`src/rtl/vga_timing_pkg.sv`:
```
// Shared timing constants and helpers for the VGA timing generator.
// Holds the 640x480@60 defaults, frame totals, sync window bounds, and a
// counter-width helper that never returns zero.
package vga_timing_pkg;

  localparam int DEF_CLK_DIV  = 4;
  localparam int DEF_H_ACTIVE = 640;
  localparam int DEF_H_FP     = 16;
  localparam int DEF_H_SYNC   = 96;
  localparam int DEF_H_BP     = 48;
  localparam int DEF_V_ACTIVE = 480;
  localparam int DEF_V_FP     = 10;
  localparam int DEF_V_SYNC   = 2;
  localparam int DEF_V_BP     = 33;

  function automatic int total(input int act, input int fp, input int sync, input int bp);
    return act + fp + sync + bp;
  endfunction

  // Sync is asserted on [sync_start, sync_end).
  function automatic int sync_start(input int act, input int fp);
    return act + fp;
  endfunction

  function automatic int sync_end(input int act, input int fp, input int sync);
    return act + fp + sync;
  endfunction

  // A counter that counts to n-1 needs $clog2(n) bits, but at least one.
  function automatic int cnt_w(input int n);
    return (n <= 1) ? 1 : $clog2(n);
  endfunction

endpackage

```
`src/rtl/vga_timing_gen_param_clk_en_divider.sv`:
```
// clk_en_divider: produces a one-clk enable pulse every DIV system clocks.
// Ports:
//   clk        system clock
//   CPU_RESETN asynchronous active-low reset
//   enable     1 = count; 0 = hold the divider phase
//   tick       high during the clk in which the divider sits at DIV-1
module clk_en_divider
  import vga_timing_pkg::*;
#(
  parameter int DIV = 4
) (
  input  logic clk,
  input  logic CPU_RESETN,
  input  logic enable,
  output logic tick
);

  localparam int            DW       = cnt_w(DIV);
  localparam logic [DW-1:0] DIV_LAST = DW'(DIV - 1);

  logic [DW-1:0] div_q;
  logic [DW-1:0] div_d;
  logic          at_last;

  always_comb begin
    at_last = (div_q == DIV_LAST);
    div_d   = div_q;
    if (enable) begin
      div_d = at_last ? '0 : div_q + DW'(1);
    end
  end

  always_ff @(posedge clk or negedge CPU_RESETN) begin
    if (!CPU_RESETN) begin
      div_q <= '0;
    end else begin
      div_q <= div_d;
    end
  end

  // Gating with the reset keeps the DIV=1 case (tick = enable) quiet in reset.
  assign tick = enable && at_last && CPU_RESETN;

endmodule

```
`src/rtl/vga_timing_gen_param.sv`:
```
// vga_timing_gen_param: parametrised VGA sync/timing generator on the system
// clock, with an internal pixel-enable divider.
// Ports:
//   clk          system clock
//   CPU_RESETN   asynchronous active-low reset
//   enable       1 = run; 0 = freeze counters and registered outputs
//   pix_en       one-clk pulse per pixel slot
//   hSync/vSync  sync outputs, asserted level HS_POL / VS_POL
//   active       (x,y) inside the visible region
//   x, y         visible column / row, 0 outside the visible region
//   line_start   one-clk pulse when the column counter wraps to 0
//   screenEnd    one-clk pulse when (h,v) wraps to (0,0)
//   frame_count  number of screenEnd pulses since reset, wrapping
module vga_timing_gen_param
  import vga_timing_pkg::*;
#(
  parameter int   CLK_DIV  = DEF_CLK_DIV,
  parameter int   H_ACTIVE = DEF_H_ACTIVE,
  parameter int   H_FP     = DEF_H_FP,
  parameter int   H_SYNC   = DEF_H_SYNC,
  parameter int   H_BP     = DEF_H_BP,
  parameter int   V_ACTIVE = DEF_V_ACTIVE,
  parameter int   V_FP     = DEF_V_FP,
  parameter int   V_SYNC   = DEF_V_SYNC,
  parameter int   V_BP     = DEF_V_BP,
  parameter logic HS_POL   = 1'b0,
  parameter logic VS_POL   = 1'b0,
  parameter int   X_W      = 10,
  parameter int   Y_W      = 9,
  parameter int   FRAME_W  = 16
) (
  input  logic               clk,
  input  logic               CPU_RESETN,
  input  logic               enable,
  output logic               pix_en,
  output logic               hSync,
  output logic               vSync,
  output logic               active,
  output logic [X_W-1:0]     x,
  output logic [Y_W-1:0]     y,
  output logic               line_start,
  output logic               screenEnd,
  output logic [FRAME_W-1:0] frame_count
);

  localparam int H_TOTAL  = total(H_ACTIVE, H_FP, H_SYNC, H_BP);
  localparam int V_TOTAL  = total(V_ACTIVE, V_FP, V_SYNC, V_BP);
  localparam int HC_W     = cnt_w(H_TOTAL);
  localparam int VC_W     = cnt_w(V_TOTAL);
  localparam int HS_START = sync_start(H_ACTIVE, H_FP);
  localparam int HS_END   = sync_end(H_ACTIVE, H_FP, H_SYNC);
  localparam int VS_START = sync_start(V_ACTIVE, V_FP);
  localparam int VS_END   = sync_end(V_ACTIVE, V_FP, V_SYNC);

  localparam logic [HC_W-1:0] H_LAST = HC_W'(H_TOTAL - 1);
  localparam logic [VC_W-1:0] V_LAST = VC_W'(V_TOTAL - 1);

  // Half-open window test done in 32 bits so a window ending exactly at
  // the total cannot overflow the counter width.
  function automatic logic in_window(input logic [31:0] v, input int lo, input int hi);
    return (v >= 32'(lo)) && (v < 32'(hi));
  endfunction

  logic [HC_W-1:0]    hc_q, hc_d;
  logic [VC_W-1:0]    vc_q, vc_d;
  logic [31:0]        hc_ext, vc_ext;
  logic               vis_n;
  logic               active_q, active_d;
  logic [X_W-1:0]     x_q, x_d;
  logic [Y_W-1:0]     y_q, y_d;
  logic               hsync_q, hsync_d;
  logic               vsync_q, vsync_d;
  logic               line_start_q, line_start_d;
  logic               screen_end_q, screen_end_d;
  logic [FRAME_W-1:0] frame_count_q, frame_count_d;

  clk_en_divider #(
    .DIV(CLK_DIV)
  ) u_div (
    .clk       (clk),
    .CPU_RESETN(CPU_RESETN),
    .enable    (enable),
    .tick      (pix_en)
  );

  // Stage: next raster position
  always_comb begin
    hc_d = hc_q;
    vc_d = vc_q;
    if (pix_en) begin
      if (hc_q == H_LAST) begin
        hc_d = '0;
        vc_d = (vc_q == V_LAST) ? '0 : vc_q + VC_W'(1);
      end else begin
        hc_d = hc_q + HC_W'(1);
      end
    end
  end

  always_ff @(posedge clk or negedge CPU_RESETN) begin
    if (!CPU_RESETN) begin
      hc_q <= H_LAST;
      vc_q <= V_LAST;
    end else begin
      hc_q <= hc_d;
      vc_q <= vc_d;
    end
  end

  // Stage: decode from the next position so outputs move with the counters
  always_comb begin
    hc_ext        = 32'(hc_d);
    vc_ext        = 32'(vc_d);
    vis_n         = (hc_ext < 32'(H_ACTIVE)) && (vc_ext < 32'(V_ACTIVE));
    active_d      = active_q;
    x_d           = x_q;
    y_d           = y_q;
    hsync_d       = hsync_q;
    vsync_d       = vsync_q;
    line_start_d  = 1'b0;
    screen_end_d  = 1'b0;
    frame_count_d = frame_count_q;
    if (pix_en) begin
      active_d     = vis_n;
      x_d          = vis_n ? X_W'(hc_d) : '0;
      y_d          = vis_n ? Y_W'(vc_d) : '0;
      hsync_d      = in_window(hc_ext, HS_START, HS_END) ? HS_POL : ~HS_POL;
      // vc_d only moves on an h wrap, so vSync can only change there.
      vsync_d      = in_window(vc_ext, VS_START, VS_END) ? VS_POL : ~VS_POL;
      line_start_d = (hc_d == '0);
      screen_end_d = (hc_d == '0) && (vc_d == '0);
      if (screen_end_d) begin
        frame_count_d = frame_count_q + FRAME_W'(1);
      end
    end
  end

  always_ff @(posedge clk or negedge CPU_RESETN) begin
    if (!CPU_RESETN) begin
      active_q      <= 1'b0;
      x_q           <= '0;
      y_q           <= '0;
      hsync_q       <= ~HS_POL;
      vsync_q       <= ~VS_POL;
      line_start_q  <= 1'b0;
      screen_end_q  <= 1'b0;
      frame_count_q <= '0;
    end else begin
      active_q      <= active_d;
      x_q           <= x_d;
      y_q           <= y_d;
      hsync_q       <= hsync_d;
      vsync_q       <= vsync_d;
      line_start_q  <= line_start_d;
      screen_end_q  <= screen_end_d;
      frame_count_q <= frame_count_d;
    end
  end

  assign active      = active_q;
  assign x           = x_q;
  assign y           = y_q;
  assign hSync       = hsync_q;
  assign vSync       = vsync_q;
  assign line_start  = line_start_q;
  assign screenEnd   = screen_end_q;
  assign frame_count = frame_count_q;

endmodule
```
`config.mk`:
```
export PLATFORM = sky130hd
export DESIGN_NAME = vga_timing_gen_param
export DESIGN_NICKNAME = d
export VERILOG_FILES = /design/src/rtl/vga_timing_pkg.sv /design/src/rtl/vga_timing_gen_param_clk_en_divider.sv /design/src/rtl/vga_timing_gen_param.sv
export SDC_FILE = /design/constraint.sdc
export NUM_CORES = 1
export LEC_CHECK = 0
export ABC_AREA = 1
export BUFFER_PORTS_ARGS = -buffer_cell sky130_fd_sc_hd__clkbuf_2
export CAP_MARGIN = 5
export CORE_MARGIN = 1
export CORE_UTILIZATION = 50
export DETAILED_ROUTE_END_ITERATION = 10
export MAX_ROUTING_LAYER = met4
export PLACE_DENSITY = 0.7
export SETUP_SLACK_MARGIN = 0.15
export SYNTH_ARGS = -nofsm -noshare
export SYNTH_HDL_FRONTEND = slang
export SYNTH_HIERARCHICAL = 1
export SYNTH_SLANG_ARGS = --single-unit
```
`constraint.sdc`:
```
create_clock -name clk -period 5.2 [get_ports clk]
set_input_delay 0.26 -clock clk [delete_from_list [all_inputs] [get_ports clk]]
set_output_delay 0.26 -clock clk [all_outputs]
set_load 0.02 [all_outputs]
```
==> run_results.csv <==
group,metric,value,unit
status,status,"finished, violations left",
status,violations,"design-rule violations",
sta,period_needed,3100,ps
global_routing,grt_max_degree,63,
power,switchingPower,0.367,mW
yosys,synth_area_leaders,"dfrtp_1 36%, nand2_1 16%, dfstp_2 9.2%",
detailed_routing,wl,7530,microns
power,power.density,315,nW/um^2
global_routing,first_global_vias,2911,
cts,cts.htree.levels,3,
worst_setup_path,critPathArrivalTime,3320,ps
cts,ctsHoldBuffers,0,
cts,cts_buffers,9,
floorplan,die_w,85.0,microns
worst_setup_path,path_max_fanout,29,
finish,seqCellArea,1570,sq um
detailed_routing,viasPerCell,5.25,
cts,clock_latency,340,ps
detailed_routing,drtPass1Iterations,8,
yosys,synth_top_family_by_area,"simple AND/OR/NAND/NOR gates",
place,dp_cells,581,
floorplan,num_rows,29,
sta,drv_slew,0,
yosys,yosys_warnings,6,
yosys,synth_compound_area_frac,0.0469,
run,drv_cap,0,
power,p_sw_frac,0.298,
yosys,ys_types,28,
worst_setup_path,worstSetupPathType,"reg -> reg",
yosys,syn_inst,469,
min_path,hold_path.class,"in -> async",
finish,drive_gt1_frac,0.183,
cts,cts_resized,0,
cts,cts.root.buffer_cell,"clkbuf_8",
finish,n_antenna_cell,0,
sta,tns,0,ps
sta,post-route-period-util,0.596,
power,power_frac_seq,0.465,
floorplan,die_y,85.0,microns
yosys,synthSimpleGateAreaFrac,0.365,
yosys,ys_ff_latch,62,
sta,rsz0062_at_grt,"no",
cts,cts_setup_buffers,0,
worst_setup_path,end_kind,"flip-flop",
power,internal-power,0.865,mW
place,place_hpwl,5480,microns
place,globalplace.congestion,0.940,
place,port_buffers,43,
sta,maxSlewHeadroom,0.322,
yosys,yosysTopAreaCell,"dfrtp_1",
yosys,synth_area,3440,sq um
sta,hold_viol,0,
cts,clock_sinks,62,
yosys,synth_nets,477,
finish,final_nets,523,
sta,fmax,0.323,GHz
floorplan,core,6490,sq um
power,clkPwrFrac,0.369,
floorplan,die_area,7220,sq um
worst_setup_path,crit_path_start_kind,"flip-flop",
yosys,yosys.area_share.xor_xnor,0.00254,
yosys,synth_mux_area_frac,0,
power,comb_power_share,0.166,
detailed_routing,wl_per_cell,12.6,microns
cts,cts_tree,"done",
global_routing,antenna_found_initial,0,
finish,syn_to_final_growth,13.7,%
sta,fin_skew,11.6,ps
yosys,synthAdderAreaFrac,0.0182,
finish,fillCellCount,597,
cts,cts_buffer_depth,2,
sta,setup_viol,0,
finish,finalNonFillerCells,596,
yosys,syn_avg_cell_area,7.34,sq um
global_routing,overflow,0,
floorplan,io_pins,44,
yosys,synth_top_area_share,0.364,
power,leakagePower,2.13,nW
worst_setup_path,crit_required,5420,ps
global_routing,grtUsageTotal,0.238,
global_routing,grt_pass1_wl,13200,microns
cts,cts.reportedPaths.clkPinSlew,70,ps
yosys,ys_seq_area_frac,0.455,
sta,tightestPinTransition,1020,ps
detailed_routing,ant_nets,0,
power,irDropWorstVdd,157,uV
detailed_routing,num_vias,3128,
floorplan,initial_core_util,0.530,
detailed_routing,drcViolationCount,2,
finish,multi_input_area,1490,sq um
detailed_routing,first_iter_violations,159,
## state kept, by name (all words and copies together), names as in the netlist, 2 cells and up
signal / flops
frame_count: 16
hc_q: 10
vc_q: 10
x: 10
y: 9
u_div/div_q: 2
## metal layers
layer | GRT usage | part of all wire | wire, microns
met1 | 0.316 | 0.48 | 3590
met3 | 0.0389 | 0.042 | 318
met5 | - | 0 | 0
met4 | 0.0971 | 0.014 | 102
met2 | 0.365 | 0.47 | 3520
## layout by cell type (no fill, tap or decap), drive strengths merged, types with 2 or more instances in the layout
master,instances
dfstp,12
bufinv,2
ha,5
inv,81
clkinvlp,3
nand3,50
a21oi,5
o21bai,2
nor3,8
nand2,149
dfrtp,50
o21ai,21
clkbuf,52
nand4,22
nor2,48
buf,4
## stage by stage
| step | utilization | instance area [sq um] | power [mW] | hold WS [ps] | setup WS, ps |
|---|---|---|---|---|---|
| finish | 0.603 | 3910 | 1.23 | 92.4 | 2100 |
| global route | 0.603 | 3910 | 1.30 | 172 | 1760 |
| global placement | 0.570 | 3700 | 0.781 | 465 | 2200 |
| detailed placement | 0.570 | 3700 | 0.784 | 473 | 2090 |
| floorplan | - | 3440 | 0.723 | -35.6 | 2860 |
| CTS | 0.603 | 3910 | 1.24 | 131 | 2100 |
## power groups by stage
stage	combinational [mW]	clock (mW)	sequential, mW
6_report	0.204	0.455	0.573
5_1_grt	0.235	0.488	0.578
4_1_cts	0.205	0.467	0.572
3_5_place_dp	0.204	0	0.580
3_3_place_gp	0.204	0	0.577
2_1_floorplan	0.145	0	0.577
## worst paths after layout
kind | start | end | slack (ps) | cells after the start
min | CPU_RESETN | x[0]$_DFFE_PN0P_ | 90 | 2
max reg2reg | u_div/div_q[0]$_DFFE_PN0P_ | frame_count[0]$_DFFE_PN0P_ | 2100 | 15
min reg2reg | u_div/div_q[1]$_DFFE_PN0P_ | u_div/div_q[1]$_DFFE_PN0P_ | 480 | 2
min in group clk | enable | u_div/div_q[1]$_DFFE_PN0P_ | 200 | 3
max in group asynchronous | CPU_RESETN | vc_q[5]$_DFF_PN0_ | 4590 | 2
max | u_div/div_q[0]$_DFFE_PN0P_ | frame_count[0]$_DFFE_PN0P_ | 2100 | 15
## worst max-delay path, cell delays in order (launching register included)
cell and delay (ps):
dfrtp_1 380, ha_1 180, nand2_1 60, nor2_2 70, buf_4 270, inv_1 60, buf_4 240, nor2_4 200
o21ai_1 90, nand2_1 120, nand2_1 60, inv_1 50, nand3_1 80, nor2_2 780, nand2_2 160, xnor2_1 180
## synth_stat cells, drive strengths merged
library cell	count
nor3	8
o21bai	2
inv	81
nand3	50
dfrtp	50
nor2	48
buf	10
a41oi	1
a21oi	5
o21ai	21
nand4	22
ha	5
clkbuf	2
dfstp	12
nor4	1
a21boi	1
nand2	149
xnor2	1
## kinds of logic after synthesis
| kind of cell | after synthesis |
|---|---|
| compound gates | 30 |
| simple gates | 278 |
| buf+inv | 93 |
| fa+ha+maj | 5 |
| flops | 62 |
| xor+xnor | 1 |
## cell type report
class	instances	area share
timing repair buffer	47	0.0627
clock buffer	9	0.0316
tap	77	0.0246
multi-input combinational	314	0.381
inverter	81	0.0777
sequential	62	0.400
clock inverter	6	0.0224
Note: power is estimated with default switching activity, not from simulation.
